**src/rtl/joy_serial_reader_if.sv**
```systemverilog
// Three-wire link between the reader and the external joystick shift register.
// The reader is the master: it drives clock and load and receives serial data.
interface joy_serial_reader_if;
    logic joy_clk;
    logic joy_load;
    logic joy_data;

    modport master (output joy_clk, output joy_load, input joy_data);
    modport slave  (input joy_clk, input joy_load, output joy_data);
endinterface

```
**src/rtl/joy_serial_reader.sv**
```systemverilog
// Serial joystick/JAMMA reader: generates shift clock and load strobe, deserialises
// one frame per scan and debounces every bit into a stable active-low button vector.
module joy_serial_reader #(
    parameter int PLAYERS  = 2,
    parameter int BITS     = 12,
    parameter int LEAD     = 2,
    parameter int CLK_DIV  = 6,
    parameter int DEBOUNCE = 2
) (
    input  logic                    clk12,
    input  logic                    pll_lckd,
    input  logic                    enable,
    joy_serial_reader_if.master     joy,
    output logic [PLAYERS*BITS-1:0] joy_out,
    output logic                    frame_done,
    output logic                    changed
);

    localparam int N      = PLAYERS * BITS;
    localparam int F      = LEAD + N;
    localparam int SLOT_W = $clog2(F);
    localparam int CNT_W  = $clog2(DEBOUNCE + 1);

    localparam logic [CLK_DIV-1:0] TICK_AT   = CLK_DIV'(2 ** (CLK_DIV - 1) - 1);
    localparam logic [SLOT_W-1:0]  LAST_SLOT = SLOT_W'(F - 1);
    localparam logic [CNT_W-1:0]   CNT_TOP   = CNT_W'(DEBOUNCE - 1);

    typedef enum logic {
        IDLE = 1'b0,
        SCAN = 1'b1
    } state_t;

    state_t state_q, state_d;

    logic [CLK_DIV-1:0]         div_q, div_d;
    logic [SLOT_W-1:0]          slot_q, slot_d;
    logic                       load_q, load_d;
    logic [N-1:0]               shadow_q, shadow_d;
    logic [N-1:0]               out_q, out_d;
    logic [N-1:0][CNT_W-1:0]    cnt_q, cnt_d;
    logic                       done_q, done_d;
    logic                       chg_q, chg_d;

    logic scan;
    logic tick;
    logic frame_end;

    // tick is the cycle before joy_clk rises; every slot action lands on that edge.
    assign tick      = scan && (div_q == TICK_AT);
    assign frame_end = tick && (slot_q == LAST_SLOT);

    // ------------------------------------------------------------------
    // FSM: state register
    // ------------------------------------------------------------------
    // NOTE: clocked blocks use non-blocking assignments only, so every flop samples
    // the pre-edge value of every other flop regardless of evaluation order.
    always_ff @(posedge clk12 or negedge pll_lckd) begin
        if (!pll_lckd) begin
            state_q <= IDLE;
        end else begin
            state_q <= state_d;
        end
    end

    // ------------------------------------------------------------------
    // FSM: next state. A scan only stops at a frame boundary.
    // ------------------------------------------------------------------
    always_comb begin
        state_d = state_q;
        case (state_q)
            IDLE:    if (enable) state_d = SCAN;
            SCAN:    if (frame_end && !enable) state_d = IDLE;
            default: state_d = IDLE;
        endcase
    end

    // ------------------------------------------------------------------
    // FSM: outputs
    // ------------------------------------------------------------------
    always_comb begin
        scan = 1'b0;
        case (state_q)
            SCAN:    scan = 1'b1;
            default: scan = 1'b0;
        endcase
    end

    // ------------------------------------------------------------------
    // Datapath: divider, slot counter, deserialiser, debouncer
    // ------------------------------------------------------------------
    always_comb begin
        // NOTE: every _d signal gets a default before any condition, so no path
        // leaves one unassigned and no latch is inferred.
        div_d    = '0;
        slot_d   = slot_q;
        load_d   = load_q;
        shadow_d = shadow_q;
        out_d    = out_q;
        cnt_d    = cnt_q;
        done_d   = frame_end;
        chg_d    = 1'b0;

        // The divider only runs while scanning continues; leaving or entering the
        // scan holds it at zero so joy_clk stays low in IDLE.
        if (scan && (state_d == SCAN)) begin
            div_d = div_q + 1'b1;
        end

        if (tick) begin
            load_d = (slot_q != '0);
            slot_d = frame_end ? '0 : slot_q + 1'b1;
            for (int k = 0; k < N; k++) begin
                if (slot_q == SLOT_W'(LEAD + k)) begin
                    shadow_d[k] = joy.joy_data;
                end
            end
        end

        // The last data bit is captured on this same tick, hence shadow_d.
        if (frame_end) begin
            for (int i = 0; i < N; i++) begin
                if (shadow_d[i] == out_q[i]) begin
                    cnt_d[i] = '0;
                end else if (cnt_q[i] == CNT_TOP) begin
                    out_d[i] = shadow_d[i];
                    cnt_d[i] = '0;
                end else if (cnt_q[i] != '1) begin
                    cnt_d[i] = cnt_q[i] + 1'b1;
                end
            end
            chg_d = (out_d != out_q);
        end
    end

    always_ff @(posedge clk12 or negedge pll_lckd) begin
        if (!pll_lckd) begin
            div_q    <= '0;
            slot_q   <= '0;
            load_q   <= 1'b1;
            // NOTE: shadow and debounce counters are reset like plain flops, so a
            // frame after reset never debounces against stale partial data.
            shadow_q <= '1;
            cnt_q    <= '0;
            out_q    <= '1;
            done_q   <= 1'b0;
            chg_q    <= 1'b0;
        end else begin
            div_q    <= div_d;
            slot_q   <= slot_d;
            load_q   <= load_d;
            shadow_q <= shadow_d;
            cnt_q    <= cnt_d;
            out_q    <= out_d;
            done_q   <= done_d;
            chg_q    <= chg_d;
        end
    end

    assign joy.joy_clk  = div_q[CLK_DIV-1];
    assign joy.joy_load = load_q;
    assign joy_out      = out_q;
    assign frame_done   = done_q;
    assign changed      = chg_q;

endmodule

```
**src/flat_wrapper.sv**
```systemverilog
// flat-port wrapper written by rule: the top's interface ports become plain ports
module joy_serial_reader_flat 
#(
    parameter int PLAYERS  = 2,
    parameter int BITS     = 12,
    parameter int LEAD     = 2,
    parameter int CLK_DIV  = 6,
    parameter int DEBOUNCE = 2
)
  (clk12, pll_lckd, enable, joy_out, frame_done, changed, joy_joy_clk, joy_joy_load, joy_joy_data);
  joy_serial_reader_if joy_i ();
  input  logic clk12;
  input  logic pll_lckd;
  input  logic enable;
  output logic [PLAYERS*BITS-1:0] joy_out;
  output logic frame_done;
  output logic changed;
  output wire logic [$bits(joy_i.joy_clk)-1:0] joy_joy_clk;
  output wire logic [$bits(joy_i.joy_load)-1:0] joy_joy_load;
  input wire logic [$bits(joy_i.joy_data)-1:0] joy_joy_data;
  assign joy_joy_clk = joy_i.joy_clk;
  assign joy_joy_load = joy_i.joy_load;
  assign joy_i.joy_data = joy_joy_data;
  joy_serial_reader #(.PLAYERS(PLAYERS), .BITS(BITS), .LEAD(LEAD), .CLK_DIV(CLK_DIV), .DEBOUNCE(DEBOUNCE)) u_core (.clk12(clk12), .pll_lckd(pll_lckd), .enable(enable), .joy(joy_i), .joy_out(joy_out), .frame_done(frame_done), .changed(changed));
endmodule
```
**config.mk**
```make
export PLATFORM = sky130hd
export DESIGN_NAME = joy_serial_reader_flat
export DESIGN_NICKNAME = d
export VERILOG_FILES = /design/src/rtl/joy_serial_reader_if.sv /design/src/rtl/joy_serial_reader.sv /design/src/flat_wrapper.sv
export SDC_FILE = /design/constraint.sdc
export NUM_CORES = 1
export LEC_CHECK = 0
export BUFFER_PORTS_ARGS = -buffer_cell sky130_fd_sc_hd__buf_2
export CORE_MARGIN = 4
export CORE_UTILIZATION = 61
export DETAILED_ROUTE_END_ITERATION = 7
export PLACE_DENSITY = 0.8
export SYNTH_ARGS = -nofsm -noshare
export SYNTH_HDL_FRONTEND = slang
export SYNTH_SLANG_ARGS = --single-unit
```
**constraint.sdc**
```tcl
create_clock -name clk12 -period 2.7 [get_ports clk12]
set_clock_uncertainty 0.05 [all_clocks]
set_input_delay 0.54 -clock clk12 [delete_from_list [all_inputs] [get_ports clk12]]
set_output_delay 0.54 -clock clk12 [all_outputs]
set_load 0.005 [all_outputs]
```
# Yosys cells after proc, flatten, opt, wreduce, memory -nomap -nowiden
# Cells that the tools add are included.
[op_classes]
addsub = 26
n_eq_ne = 98
muxes = 176
bitwise = 1
n_reduce_logical = 54
[op_table]
columns = ["operator", "n"]
rows = [
  ["$mux W2", 72],
  ["$mux W1", 100],
  ["$reduce_bool A3 Y1", 24],
  ["$eq A5 B5 Y1 const B", 10],
  ["$add A2 B1 Y2 const B", 24],
  ["$eq A2 B1 Y1 const B", 24],
  ["$ne A2 B2 Y1 const B", 24],
  ["$reduce_and A2 Y1", 24],
  ["$eq A5 B4 Y1 const B", 8],
  ["$eq A1 B1 Y1", 24],
  ["$mux W24", 1],
  ["$ne A24 B24 Y1", 1],
  ["$eq A5 B3 Y1 const B", 4],
  ["$eq A5 B2 Y1 const B", 2],
  ["$add A6 B1 Y6 const B", 1],
  ["$eq A6 B5 Y1 const B", 1],
  ["$mux W6", 1],
  ["$add A5 B1 Y5 const B", 1],
  ["$mux W5", 1],
  ["$reduce_bool A5 Y1", 1],
  ["$logic_and A1 B1 Y1", 4],
  ["$pmux W1 S2", 1],
  ["$logic_not A1 Y1", 1],
  ["$not A1 Y1", 1],
]
[totals]
register_bits = 111
in_bits = 4
out_inout_bits = 28
wordCells = 387

# Logic depth before layout (Yosys ltp)
# Gate-level depths: netlist of the first run.
[depth]
word_depth = 8
ltp_mapped = 10
mapped_depth_nobuf = 9

# Worst setup path before layout of the first run
# Ideal clock, no wire load.
[synth_path]
kind = "flip-flop to flip-flop"
start = "register u_core.slot_q[2]"
end = "register u_core.chg_q (netlist: u_core.changed)"
setup_time_ns = 0.136
t_arrival_ns = 2.182
required_ns = 2.514
slack_ns = 0.332
stages_incl_launch_ff = 11
n_path_buf = 2
period_less_slack_ns = 2.368
path_cell_list = "dfrtp_1 -> buf_2 -> clkbuf_1 -> and3_1 -> ha_1 -> a31oi_1 -> a31o_2 -> xor2_1 -> a311o_1 -> a221oi_2 -> a31oi_1"
[synth_between]
elab_chain_cells = 8
elab_cells_between_ends = 148
classes_between = "eq/ne (49); mux (98); reduce/logical (1)"
[synth_rtl]
columns = ["item", "line", "text"]
rows = [
  ["start: declaration", "joy_serial_reader.sv:36", "logic [SLOT_W-1:0] slot_q, slot_d;"],
  ["start signal: assignment", "joy_serial_reader.sv:149", "slot_q <= slot_d;"],
  ["$eq A5 B4 Y1 (*)", "joy_serial_reader.sv:113", "if (slot_q == SLOT_W'(LEAD + k)) begin"],
  ["$mux W1 (*)", "joy_serial_reader.sv:113", ""],
  ["$mux W24 (*)", "joy_serial_reader.sv:109", "if (tick) begin"],
  ["net u_core.shadow_d[13]", "joy_serial_reader.sv:38", "logic [N-1:0] shadow_q, shadow_d;"],
  ["$mux W1 / $eq A1 B1 Y1 (equally long branches)", "joy_serial_reader.sv:124, joy_serial_reader.sv:122", ""],
  ["$mux W1 (*)", "joy_serial_reader.sv:122", "if (shadow_d[i] == out_q[i]) begin"],
  ["$mux W1 (*)", "joy_serial_reader.sv:120", "if (frame_end) begin"],
  ["$ne A24 B24 Y1 (*)", "joy_serial_reader.sv:131", "chg_d = (out_d != out_q);"],
  ["$mux W1 (*)", "joy_serial_reader.sv:120", ""],
  ["net u_core.chg_d", "joy_serial_reader.sv:42", "logic chg_q, chg_d;"],
  ["end signal: assignment", "joy_serial_reader.sv:155", "chg_q <= chg_d;"],
  ["end: declaration", "joy_serial_reader.sv:42", ""],
]
# Mark *: on every way through the listed nets, which the timed path passes. The rest lies on a longest branch. The select of a mux whose other input is x is not followed.
# A chain may end at the register's enable or synchronous reset.

# Final worst setup path of the first run
[layout_path]
start = "register u_core.slot_q[1]"
end = "register u_core.chg_q (netlist: u_core.changed)"
[layout_between]
elab_chain_cells = 8
elab_cells_between_ends = 148
classes_between = "eq/ne (49); mux (98); reduce/logical (1)"
[layout_rtl]
columns = ["item", "line"]
rows = [
  ["$eq A5 B5 Y1 (*)", "joy_serial_reader.sv:113"],
  ["$mux W1 (*)", "joy_serial_reader.sv:113"],
  ["$mux W24 (*)", "joy_serial_reader.sv:109"],
  ["net u_core.shadow_d[23]", "joy_serial_reader.sv:38"],
  ["$mux W1 / $eq A1 B1 Y1 (equally long branches)", "joy_serial_reader.sv:124, joy_serial_reader.sv:122"],
  ["$mux W1 (*)", "joy_serial_reader.sv:122"],
  ["$mux W1 (*)", "joy_serial_reader.sv:120"],
  ["$ne A24 B24 Y1 (*)", "joy_serial_reader.sv:131"],
  ["$mux W1 (*)", "joy_serial_reader.sv:120"],
  ["net u_core.chg_d", "joy_serial_reader.sv:42"],
]
# Marks and branches as above.

==> results of run 1 <==
-- registers in the layout (all words and copies together) (netlist names) --
| register | flops |
|---|---|
| u_core.cnt_q | 48 |
| u_core.joy.joy_load | 1 |
| u_core.shadow_q | 24 |
| u_core.changed | 1 |
| u_core.state_q | 1 |
| u_core.joy_out | 24 |
| u_core.slot_q | 5 |
| u_core.frame_done | 1 |
| u_core.div_q | 6 |
-- worst register-to-register path, stage by stage (launching register included) --
cell and delay [ns]:
dfrtp_1 0.44, inv_1 0.12, ha_1 0.24, and4b_1 0.33, nand3_2 0.15, mux2_2 0.31, o21ai_0 0.46, nor4_1 0.08
and4_1 0.22, a31oi_1 0.11
-- layer usage --
metal,part of all wire [%],wire length [um],track usage (%),up-vias
met3,4.6,597,6.07,23
met1,45,5850,33.3,2170
met5,0,0,0,-
met2,49,6430,40.5,105
li1,-,-,-,2092
met4,1.7,219,6.38,0
-- kinds of logic after synthesis --
logic type,count (synthesis),synth area share (%)
xor gates and xnor gates,49,7.33
DFF,111,48.5
muxes,37,7.07
AOI/OAI and AO/OA,101,12.2
buffers and inverters,41,3.05
and+or+nand+nor,223,20.6
adders and majority gates,6,1.28
-- cells in the mapped netlist (3+ instances only) --
cell / number
and4b_1: 6
a22o_1: 8
dfstp_2: 49
xor2_1: 24
a21oi_1: 11
ha_1: 6
inv_1: 16
a31oi_1: 15
nand3b_1: 6
nand3_1: 23
nor4_1: 5
buf_4: 4
mux2_2: 27
o31ai_1: 9
and2_1: 7
nor2_1: 38
nand4_1: 10
nor3_1: 6
a21boi_0: 7
dfrtp_1: 62
a21o_1: 3
nand2_1: 57
nor4b_1: 3
o21a_1: 16
o21ai_0: 15
nand4b_1: 3
clkbuf_1: 12
mux2i_1: 8
and3_1: 7
nor3b_1: 3
nor2b_1: 23
nand2b_1: 14
xnor2_1: 25
buf_2: 8
-- cell usage in the layout (no fill, tap or decap), types with 5 or more instances in the layout --
cell | netlist | layout
inv_1 | 16 | 16
xor2_1 | 24 | 24
buf_4 | 4 | 24
dfrtp_1 | 62 | 62
nand3_1 | 23 | 22
and3_1 | 7 | 7
a22o_1 | 8 | 8
nor2_1 | 38 | 38
nor3_1 | 6 | 6
nand2b_1 | 14 | 14
and4b_1 | 6 | 6
and2_1 | 7 | 7
xnor2_1 | 25 | 25
a21boi_0 | 7 | 7
ha_1 | 6 | 6
nand2_1 | 57 | 57
o21a_1 | 16 | 16
a21oi_1 | 11 | 11
nor2b_1 | 23 | 23
nand3b_1 | 6 | 6
o21ai_0 | 15 | 15
buf_2 | 8 | 30
mux2i_1 | 8 | 8
clkbuf_8 | 0 | 9
a31oi_1 | 15 | 15
o31ai_1 | 9 | 9
inv_6 | 0 | 5
mux2_2 | 27 | 27
nand4_1 | 10 | 10
dfstp_2 | 49 | 49
-- final timing paths --
check	to	startpoint
min in group clk12	u_core.state_q$_DFF_PN0_	enable
max in group asynchronous	u_core.joy.joy_load$_DFFE_PN1N_	pll_lckd
worst min-delay path	u_core.cnt_q[7]$_DFFE_PN0P_	pll_lckd
worst max register to register	u_core.changed$_DFF_PN0_	u_core.slot_q[1]$_DFFE_PN0N_
worst max-delay path	u_core.changed$_DFF_PN0_	u_core.slot_q[1]$_DFFE_PN0N_
worst min register to register	u_core.cnt_q[44]$_DFFE_PN0P_	u_core.cnt_q[44]$_DFFE_PN0P_
-- cell type report --
| class | count | area (sq um) |
|---|---|---|
| Multi-Input combinational cell | 416 | 2860 |
| Sequential cell | 111 | 2840 |
| Fill cell | 715 | 2790 |
| Timing Repair Buffer | 56 | 370 |
| Tap cell | 129 | 161 |
| Clock buffer | 10 | 128 |
| Clock inverter | 6 | 73.8 |
| Inverter | 16 | 60.1 |
-- power breakdown --
| part | internal (mW) | leakage [nW] | switching, mW |
|---|---|---|---|
| logic | 0.210 | 1.55 | 0.333 |
| clock network | 0.447 | 0.103 | 0.593 |
| registers | 1.76 | 1.27 | 0.108 |
==> key figures, run 1 <==
Global route
  • Vias in the first global route: 4,395
  • Overflow after GRT: 0
  • Largest net degree at the start of global routing: 44
  • Antenna violations before repair: 0
  • First-pass GRT wire length: 22,100 um
  • All-Layer GR Usage: 24.8%

STA
  • Count of pins over their slew limit: 0
  • Relative slew margins: 59.6%
  • Final Hold Vio Count: 0
  • Min Clock Period, post-route: 2.59 ns
  • Final Cycle Share: 96.0%
  • WHS: 0.0880 ns
  • Final setup vio count: 0
  • Max Fclk: 0.386 GHz
  • Final WS setup: 0.107 ns
  • RSZ-0062 raised after global routing: false
  • Setup TNS: 0 ns
  • Worst-margin pin slew: 0.598 ns

Job
  • Max-cap viol count: 0

Pwr
  • Power Density: 532 nW/um^2
  • VDD IR-drop max: 0.421 mV
  • Total Power: 3.45 mW
  • Leakage: 2.93 nW

Critical path
  • CP max stage cell: o21ai_0
  • Worst Path Max Fanout: 5
  • CP Launch Type: flip-flop
  • Crit Path Category: reg2reg
  • Sum of buffers and inverters on the critical path: 1
  • Levels on crit path: 9
  • Peak per-stage delay on the critical path: 0.46 ns
  • Worst path cell trace: inv_1 > ha_1 > and4b_1 > nand3_2 > mux2_2 > o21ai_0 > nor4_1 > and4_1 > a31oi_1
  • Data arrival, critical path: 2.85 ns
  • Flop2flop setup slack: 0.11 ns
  • Worst Reg2Reg Path Length in Cells: 9
  • Critical Path End Type: flip-flop
  • CP Data Required Time: 2.96 ns
  • Crit-path leading delay family: simple AND/OR/NAND/NOR gates

Clocking
  • CTS tree: done
  • Hold buffer count at cts: 0
  • Clock slew at reported path FFs: 0.11 ns
  • CTS Sinks: 111
  • Worst skew pair latency: 0.39 ns
  • Clock buffer depth: 2
  • H-Tree Level Count: 3
  • Clock root cell: clkbuf_8
  • Setup Buffers After CTS: 0
  • Cts repair resizes: 0
  • CTS buffer count: 9

Drt
  • Final wirelength: 13,100 um
  • Final ANT Viol Nets: 0
  • Avg WL per Cell: 17.6 um
  • Drt first pass iters: 5
  • Starting DRT DRC Count: 314
  • DR vias/cell: 5.90
  • Drt drc: 0
  • Via count: 4,390

Floorplan
  • Die height: 106 um
  • Initial Util: 63.1%
  • Die area: 11,200 sq um
  • Io pins: 32
  • Core Box Area: 9280 sq um
  • Die Wd: 106 um
  • Cell row count: 35

Synth
  • Synth warn: 0
  • Synth area leader: dfrtp_1
  • Ys flop type: dfrtp_1
  • Seq/Total Area, Yosys: 48.5%
  • Ys async rst share: 100%
  • Synth Cell Area: 5860 sq um
  • Top post-synthesis cells by area: dfrtp_1 (26%), dfstp_2 (22%), mux2_2 (5.2%)
  • Flops & latches, synth: 111
  • Cells after Synth: 568
  • Syn nets: 578
  • Post-synth EDFFs: 0
  • Synthesized area per cell: 10.3 sq um
  • Netlist cell types: 60
  • Yosys top cell area share: 26.5%

Status
  • Status: finished clean

Place
  • DP Area: 6270 sq um
  • Routability cong.: 0.917
  • Placed Cells: 728
  • I/O Buffers: 31
  • DP HPWL: 9640 um
  • Placement Setup Slack: 0.111 ns

Layout
  • Fin area: 6490 sq um
  • Share of cells above drive strength 1: 26.3%
  • Layout area overhead: 10.9%
  • Util after Layout: 69.9%
  • Non-Filler Instances: 744
  • Layout Nets: 620
  • N_diodes: 0

Worst hold path
  • Worst Hold Class: in2async
Note: power is estimated with default switching activity, not from simulation.
==> run 2, diff against run 1 <==
--- a/config.mk
+++ b/config.mk
@@ -12,2 +12,4 @@
 export PLACE_DENSITY = 0.8
+export SKIP_LAST_GASP = 1
+export SLEW_MARGIN = 20
 export SYNTH_ARGS = -nofsm -noshare
==> constraint.sdc (replaced) <==
create_clock -name clk12 -period 2.7 [get_ports clk12]
set_clock_uncertainty 0.05 [all_clocks]
set_input_delay 0.405 -clock clk12 [delete_from_list [all_inputs] [get_ports clk12]]
set_output_delay 0.405 -clock clk12 [all_outputs]
set_load 0.005 [all_outputs]
==> run 2 against run 1 <==
Routed wire length is 0.89% higher. Via count is 1.6% higher. Core utilization is 0.22 points higher. Die area stayed put. Global-route usage is 0.40 points higher.
==> key figures, run 2 (same netlist as run 1, synthesis figures left out) <==
Layout
  • Layout area overhead: 11.2%
  • Largest Register: u_core.cnt_q
  • N_diodes: 0
  • Most frequent cells in the layout: dfrtp_1 (62), nand2_1 (57), dfstp_2 (49), nor2_1 (38), buf_2 (30)
  • Non-Filler Instances: 747
  • Max reg flops: 48
  • Share of cells above drive strength 1: 27.0%
  • # fillers: 726
  • Commonest non-fill, non-tap cell in the layout: dfrtp_1
  • Util after Layout: 70.1%
  • Layout Nets: 623

Global route
  • Largest net degree at the start of global routing: 61
  • Vias in the first global route: 4,536
  • First-pass GRT wire length: 22,600 um
  • All-Layer GR Usage: 25.2%
  • Overflow after GRT: 0
  • Antenna violations before repair: 0

STA
  • Count of pins over their slew limit: 0
  • Max Fclk: 0.386 GHz
  • RSZ-0062 raised after global routing: false
  • Final setup vio count: 0
  • Final Cycle Share: 95.9%
  • Min Clock Period, post-route: 2.59 ns
  • Setup TNS: 0 ns
  • Worst-margin pin slew: 0.636 ns
  • Relative slew margins: 57.6%
  • Final Hold Vio Count: 0

Drt
  • Starting DRT DRC Count: 268
  • Met3 WL: 488 um
  • Avg WL per Cell: 17.7 um
  • Top Metal Used: met4
  • Post-Route M1 WL: 6060 um
  • Final wirelength: 13,200 um
  • Via count: 4,460
  • Drt drc: 0
  • DR vias/cell: 5.97
  • Met2 wire len: 6280 um
  • Drt first pass iters: 4
  • Final ANT Viol Nets: 0

Critical path
  • CP Launch Type: flip-flop
  • Crit Path Category: reg2reg
  • CP Data Required Time: 2.92 ns
  • Worst Path Max Fanout: 7
  • Peak per-stage delay on the critical path: 0.43 ns
  • CP max stage cell: and4_1
  • Worst path cell trace: ha_1 > and3_1 > and4_1 > nand2_2 > mux2_4 > xor2_1 > a221oi_2 > a31oi_1
  • Data arrival, critical path: 2.81 ns
  • Critical Path End Type: flip-flop

Pwr
  • Total Power: 3.36 mW
  • VDD IR-drop max: 0.350 mV
  • Leakage: 2.93 nW
  • Power Density: 517 nW/um^2

Floorplan
  • Die Wd: 106 um
  • Die area: 11,200 sq um
  • Core Box Area: 9280 sq um
  • Cell row count: 35
  • Io pins: 32
  • Die height: 106 um
  • Initial Util: 63.1%

Place
  • DP HPWL: 9600 um
  • I/O Buffers: 31
  • Placed Cells: 724
  • Routability cong.: 0.938

Clocking
  • Clock root cell: clkbuf_8
  • CTS Sinks: 111
  • CTS tree: done
  • Worst skew pair latency: 0.39 ns
  • CTS buffer count: 9
  • Clock buffer depth: 2
  • Clock slew at reported path FFs: 0.11 ns
  • H-Tree Level Count: 3

Job
  • Max-cap viol count: 0

Worst hold path
  • Worst Hold Class: in2reg

Status
  • Status: finished clean
## run 2: cell count changes in the layout (fill, tap and decap cells not counted), sizes merged
| cell | delta |
|---|---|
| buf | +2 |
| bufinv | -1 |
| clkbuf | -1 |
| clkinv | +4 |
| clkinvlp | +2 |
| dlygate4sd3 | +1 |
| inv | -4 |
## run 2: where the power goes
part           internal (mW)  leakage [nW]  switching (mW)  total, mW
registers               1.76          1.27           0.109       1.87
logic                  0.218          1.56           0.332      0.550
clock network          0.345        0.0873           0.600      0.946
total                   2.32          2.93            1.04       3.36
## run 2: final timing paths
check	slack (ns)	end	startpoint	cells after the start
worst max-delay path	0.11	u_core.changed$_DFF_PN0_	u_core.div_q[0]$_DFF_PN0_	8
worst min-delay path	0.20	u_core.state_q$_DFF_PN0_	enable	2
worst max register to register	0.11	u_core.changed$_DFF_PN0_	u_core.div_q[0]$_DFF_PN0_	8
worst min register to register	0.43	u_core.cnt_q[28]$_DFFE_PN0P_	u_core.cnt_q[28]$_DFFE_PN0P_	2
max in group asynchronous	1.48	u_core.shadow_q[16]$_DFF_PN1_	pll_lckd	3
min in group asynchronous	0.38	u_core.cnt_q[24]$_DFFE_PN0P_	pll_lckd	2
## run 2: metal layers
layer	vias to the layer above	global-route usage (%)
met1	2225	32.7
met5	-	0
li1	2098	-
met3	33	5.22
met4	0	10.6
met2	104	41.2
## run 2: area by class of cell
type	count	area [sq um]	area share, %
clock buffers	9	124	1.90
inverters	16	60.1	0.922
flip-flops and latches	111	2840	43.6
clock inverters	7	57.6	0.884
repair buffers	59	408	6.26
multi-input cells	416	2860	44.0
well taps	129	161	2.48
## run 2: critical path, delay by kind of cell (launching register included)
| kind | cells | cell delay [ns] |
|---|---|---|
| multiplexers | 1 | 0.33 |
| flip-flops | 1 | 0.40 |
| AO/OA/AOI/OAI | 2 | 0.39 |
| adder cells (fa/ha/maj) | 1 | 0.29 |
| AND/OR/NAND/NOR | 3 | 0.84 |
| XOR/XNOR | 1 | 0.18 |
## run 2: timing repair
| item | CTS | global route |
|---|---|---|
| endpoints found under the hold margin | 10 | 0 |
| setup endpoints to repair | 0 | 1 |
| hold buffers | 1 | 0 |
| gates resized for setup | 0 | 5 |
| setup buffers | 0 | 6 |
## run 2: per-stage QoR
step / area, sq um / hold slack (ns) / worst slack (ns)
2_1_floorplan: 5860 / 0.0594 / 0.332
3_3_place_gp: 6260 / 0.244 / 0.184
3_5_place_dp: 6260 / 0.251 / 0.122
4_1_cts: 6450 / 0.181 / 0.0953
5_1_grt: 6510 / 0.206 / 0.00587
6_report: 6510 / 0.198 / 0.110
==> run 3, diff against run 2 <==
ABC_AREA = 1   (was default)
CORE_UTILIZATION = 45   (was 61)
PLACE_DENSITY = default   (was 0.8)
==> run 3 against run 2 <==
Total power grew 3.2%. Cell count rose by 28%. Clock power up 33%. Flip-flop and latch count unchanged. Sequential power shrank 3%. Largest cell class is now flip-flops and latches. Sequential share of layout area up 1.7 points. Largest power group unchanged. Worst setup slack better by 0.23 ns. Core utilization fell by 19 points. Via count rose by 2.6%. First-iteration DRC count decreased by 15%.
==> key figures, run 3 <==
Clocking
  • Clock slew at reported path FFs: 0.07 ns
  • Clock buffer depth: 2
  • Worst skew pair latency: 0.35 ns
  • CTS tree: done
  • Clock root cell: clkbuf_16
  • CTS Sinks: 111
  • Cts repair resizes: 0
  • CTS buffer count: 9
  • Hold buffer count at cts: 0
  • H-Tree Level Count: 3
  • Setup Buffers After CTS: 0

Critical path
  • CP Launch Type: flip-flop
  • Crit Path Category: reg2reg
  • Critical Path End Type: flip-flop
  • CP most frequent cell: nand2_1
  • CP Data Required Time: 2.89 ns
  • Worst Path Max Fanout: 14
  • Crit Reg-Reg Startpoint: u_core.slot_q[4]$_DFFE_PN0N_
  • Peak per-stage delay on the critical path: 0.64 ns
  • Worst path cell trace: inv_1 > ha_1 > o21ai_0 > nand2_1 > nand2_1 > nand2_1 > nand3_1 > nand3_1 > nor2_1 > nand2_1 > nor2_1 > a21oi_1
  • Worst Setup SP: u_core.slot_q[4]$_DFFE_PN0N_
  • Data arrival, critical path: 2.55 ns
  • CP max stage cell: dfrtp_1

Global route
  • Vias in the first global route: 4,424
  • All-Layer GR Usage: 17.4%
  • First-pass GRT wire length: 20,300 um
  • Largest net degree at the start of global routing: 94
  • Overflow after GRT: 0
  • Antenna violations before repair: 0

Pwr
  • Clock power share: 36.2%
  • Switching share of power: 26.1%
  • VDD IR-drop max: 0.418 mV
  • Total Power: 3.47 mW
  • Switching pwr: 0.906 mW
  • Sequential cell fraction of total power: 52.2%
  • P_int: 2.57 mW
  • Combinational share of power: 11.6%
  • Power Density: 554 nW/um^2
  • Leakage: 3.36 nW

Synth
  • Synthesized area per cell: 7.49 sq um
  • Synth Cell Area: 5670 sq um
  • Flops & latches, synth: 111
  • Ys async rst share: 100%
  • Synth area leader: dfrtp_1
  • Yosys top cell area share: 27.4%
  • Cells after Synth: 757
  • Top post-synthesis cells by area: dfrtp_1 (27%), dfstp_2 (23%), nand2_1 (13%)
  • Syn nets: 767
  • Netlist cell types: 25
  • Seq/Total Area, Yosys: 50.1%
  • Post-synth top cells: nand2_1 (203), inv_1 (126), nor2_1 (91)
  • Post-synth EDFFs: 0
  • Ys flop type: dfrtp_1
  • Count leader, synth: nand2_1
  • Synth warn: 0

Floorplan
  • Cell row count: 40
  • Die height: 120 um
  • Initial Util: 46.6%
  • Core Box Area: 12,200 sq um
  • Die Wd: 120 um
  • Die area: 14,500 sq um
  • Io pins: 32

Layout
  • Max reg flops: 48
  • Share of cells above drive strength 1: 15.0%
  • Commonest non-fill, non-tap cell in the layout: nand2_1
  • Largest Register: u_core.cnt_q
  • # fillers: 1,206
  • Most frequent cells in the layout: nand2_1 (203), inv_1 (126), nor2_1 (91), nand3_1 (83), dfrtp_1 (62)
  • N_diodes: 0
  • Layout Nets: 796
  • Non-Filler Instances: 959
  • Layout area overhead: 10.5%

STA
  • RSZ-0062 raised after global routing: false
  • Final Cycle Share: 87.5%
  • Final setup vio count: 0
  • Final Hold Vio Count: 0
  • WHS: 0.0298 ns
  • Max Fclk: 0.423 GHz
  • Setup TNS: 0 ns
  • Relative slew margins: 55.3%
  • Min Clock Period, post-route: 2.36 ns
  • Count of pins over their slew limit: 0
  • Worst-margin pin slew: 0.670 ns

Place
  • Routability cong.: 0.817
  • I/O Buffers: 31
  • DP HPWL: 8330 um
  • Placed Cells: 943

Drt
  • Drt first pass iters: 4
  • DR vias/cell: 4.77
  • Avg WL per Cell: 11.9 um
  • Final wirelength: 11,500 um
  • Final ANT Viol Nets: 0
  • Drt drc: 0
  • Via count: 4,574
  • Starting DRT DRC Count: 229

Status
  • Status: finished clean

Job
  • Max-cap viol count: 0

Worst hold path
  • Worst Hold Class: in2async
[run 3: cell types whose count changed after synthesis, sizes merged, moves of 19 or more]
cell | previous run | this run
nand2 | 58 | 208
o21ai | 15 | 34
nor2 | 40 | 92
inv | 16 | 134
nor2b | 23 | 0
nand3 | 24 | 84
a21oi | 11 | 48
mux2 | 29 | 0
xnor2 | 25 | 1
[run 3: kinds of logic after synthesis]
kind of cell	Yosys count	synth area share [%]
flip-flops	111	50.1
AO/OA/AOI/OAI	85	7.59
XOR/XNOR	11	1.70
AND/OR/NAND/NOR	388	28.2
adder cells (fa/ha/maj)	6	1.32
buffers and inverters	156	11.1
[run 3: stage by stage]
step,instance area (sq um),setup WS [ns],util (%)
after floorplan,5670,0.844,-
after CTS,6270,0.322,51.5
after global placement,5990,0.367,49.2
final,6270,0.337,51.5
after global routing,6270,0.0364,51.5
after detailed placement,5990,0.346,49.2
[run 3: area by class of cell]
| cell class | instances | area [sq um] | share of cell area (%) |
|---|---|---|---|
| Clock inverter | 3 | 18.8 | 0.299 |
| Multi-Input combinational cell | 490 | 2200 | 35.1 |
| Inverter | 134 | 503 | 8.02 |
| Clock buffer | 13 | 260 | 4.15 |
| Tap cell | 168 | 210 | 3.35 |
| Sequential cell | 111 | 2840 | 45.3 |
| Timing Repair Buffer | 40 | 238 | 3.79 |
[run 3: layer usage]
metal / wire, um / up-vias / global-route usage (%)
met1: 5390 / 2114 / 22.7
met4: 223 / 0 / 5.38
met2: 5390 / 53 / 28.1
met3: 447 / 18 / 5.05
li1: - / 2389 / -
met5: 0 / - / 0
[run 3: path summary, 6_finish.rpt]
kind | to | slack, ns | depth (start not counted)
setup / recovery | u_core.changed$_DFF_PN0_ | 0.34 | 12
hold / removal | u_core.cnt_q[25]$_DFFE_PN0P_ | 0.03 | 1
setup reg to reg | u_core.changed$_DFF_PN0_ | 0.34 | 12
hold reg to reg | u_core.cnt_q[25]$_DFFE_PN0P_ | 0.41 | 2
max in group asynchronous | u_core.joy_out[19]$_DFFE_PN1N_ | 1.73 | 2
min in group clk12 | u_core.state_q$_DFF_PN0_ | 0.25 | 2
[run 3: power groups by stage]
stage	clock network (mW)	registers [mW]	logic (mW)
final	1.26	1.81	0.405
after global routing	1.38	1.82	0.471
after CTS	1.31	1.81	0.411
after detailed placement	0	1.84	0.410
after global placement	0	1.84	0.395
after floorplan	0	1.82	0.295
[run 3: critical path: cells and delay by family (launching register included)]
family / cells / cell delay [ns]
AOI/OAI and AO/OA: 2 / 0.21
adders and majority gates: 1 / 0.29
and+or+nand+nor: 8 / 0.75
buffers and inverters: 1 / 0.31
DFF: 1 / 0.64
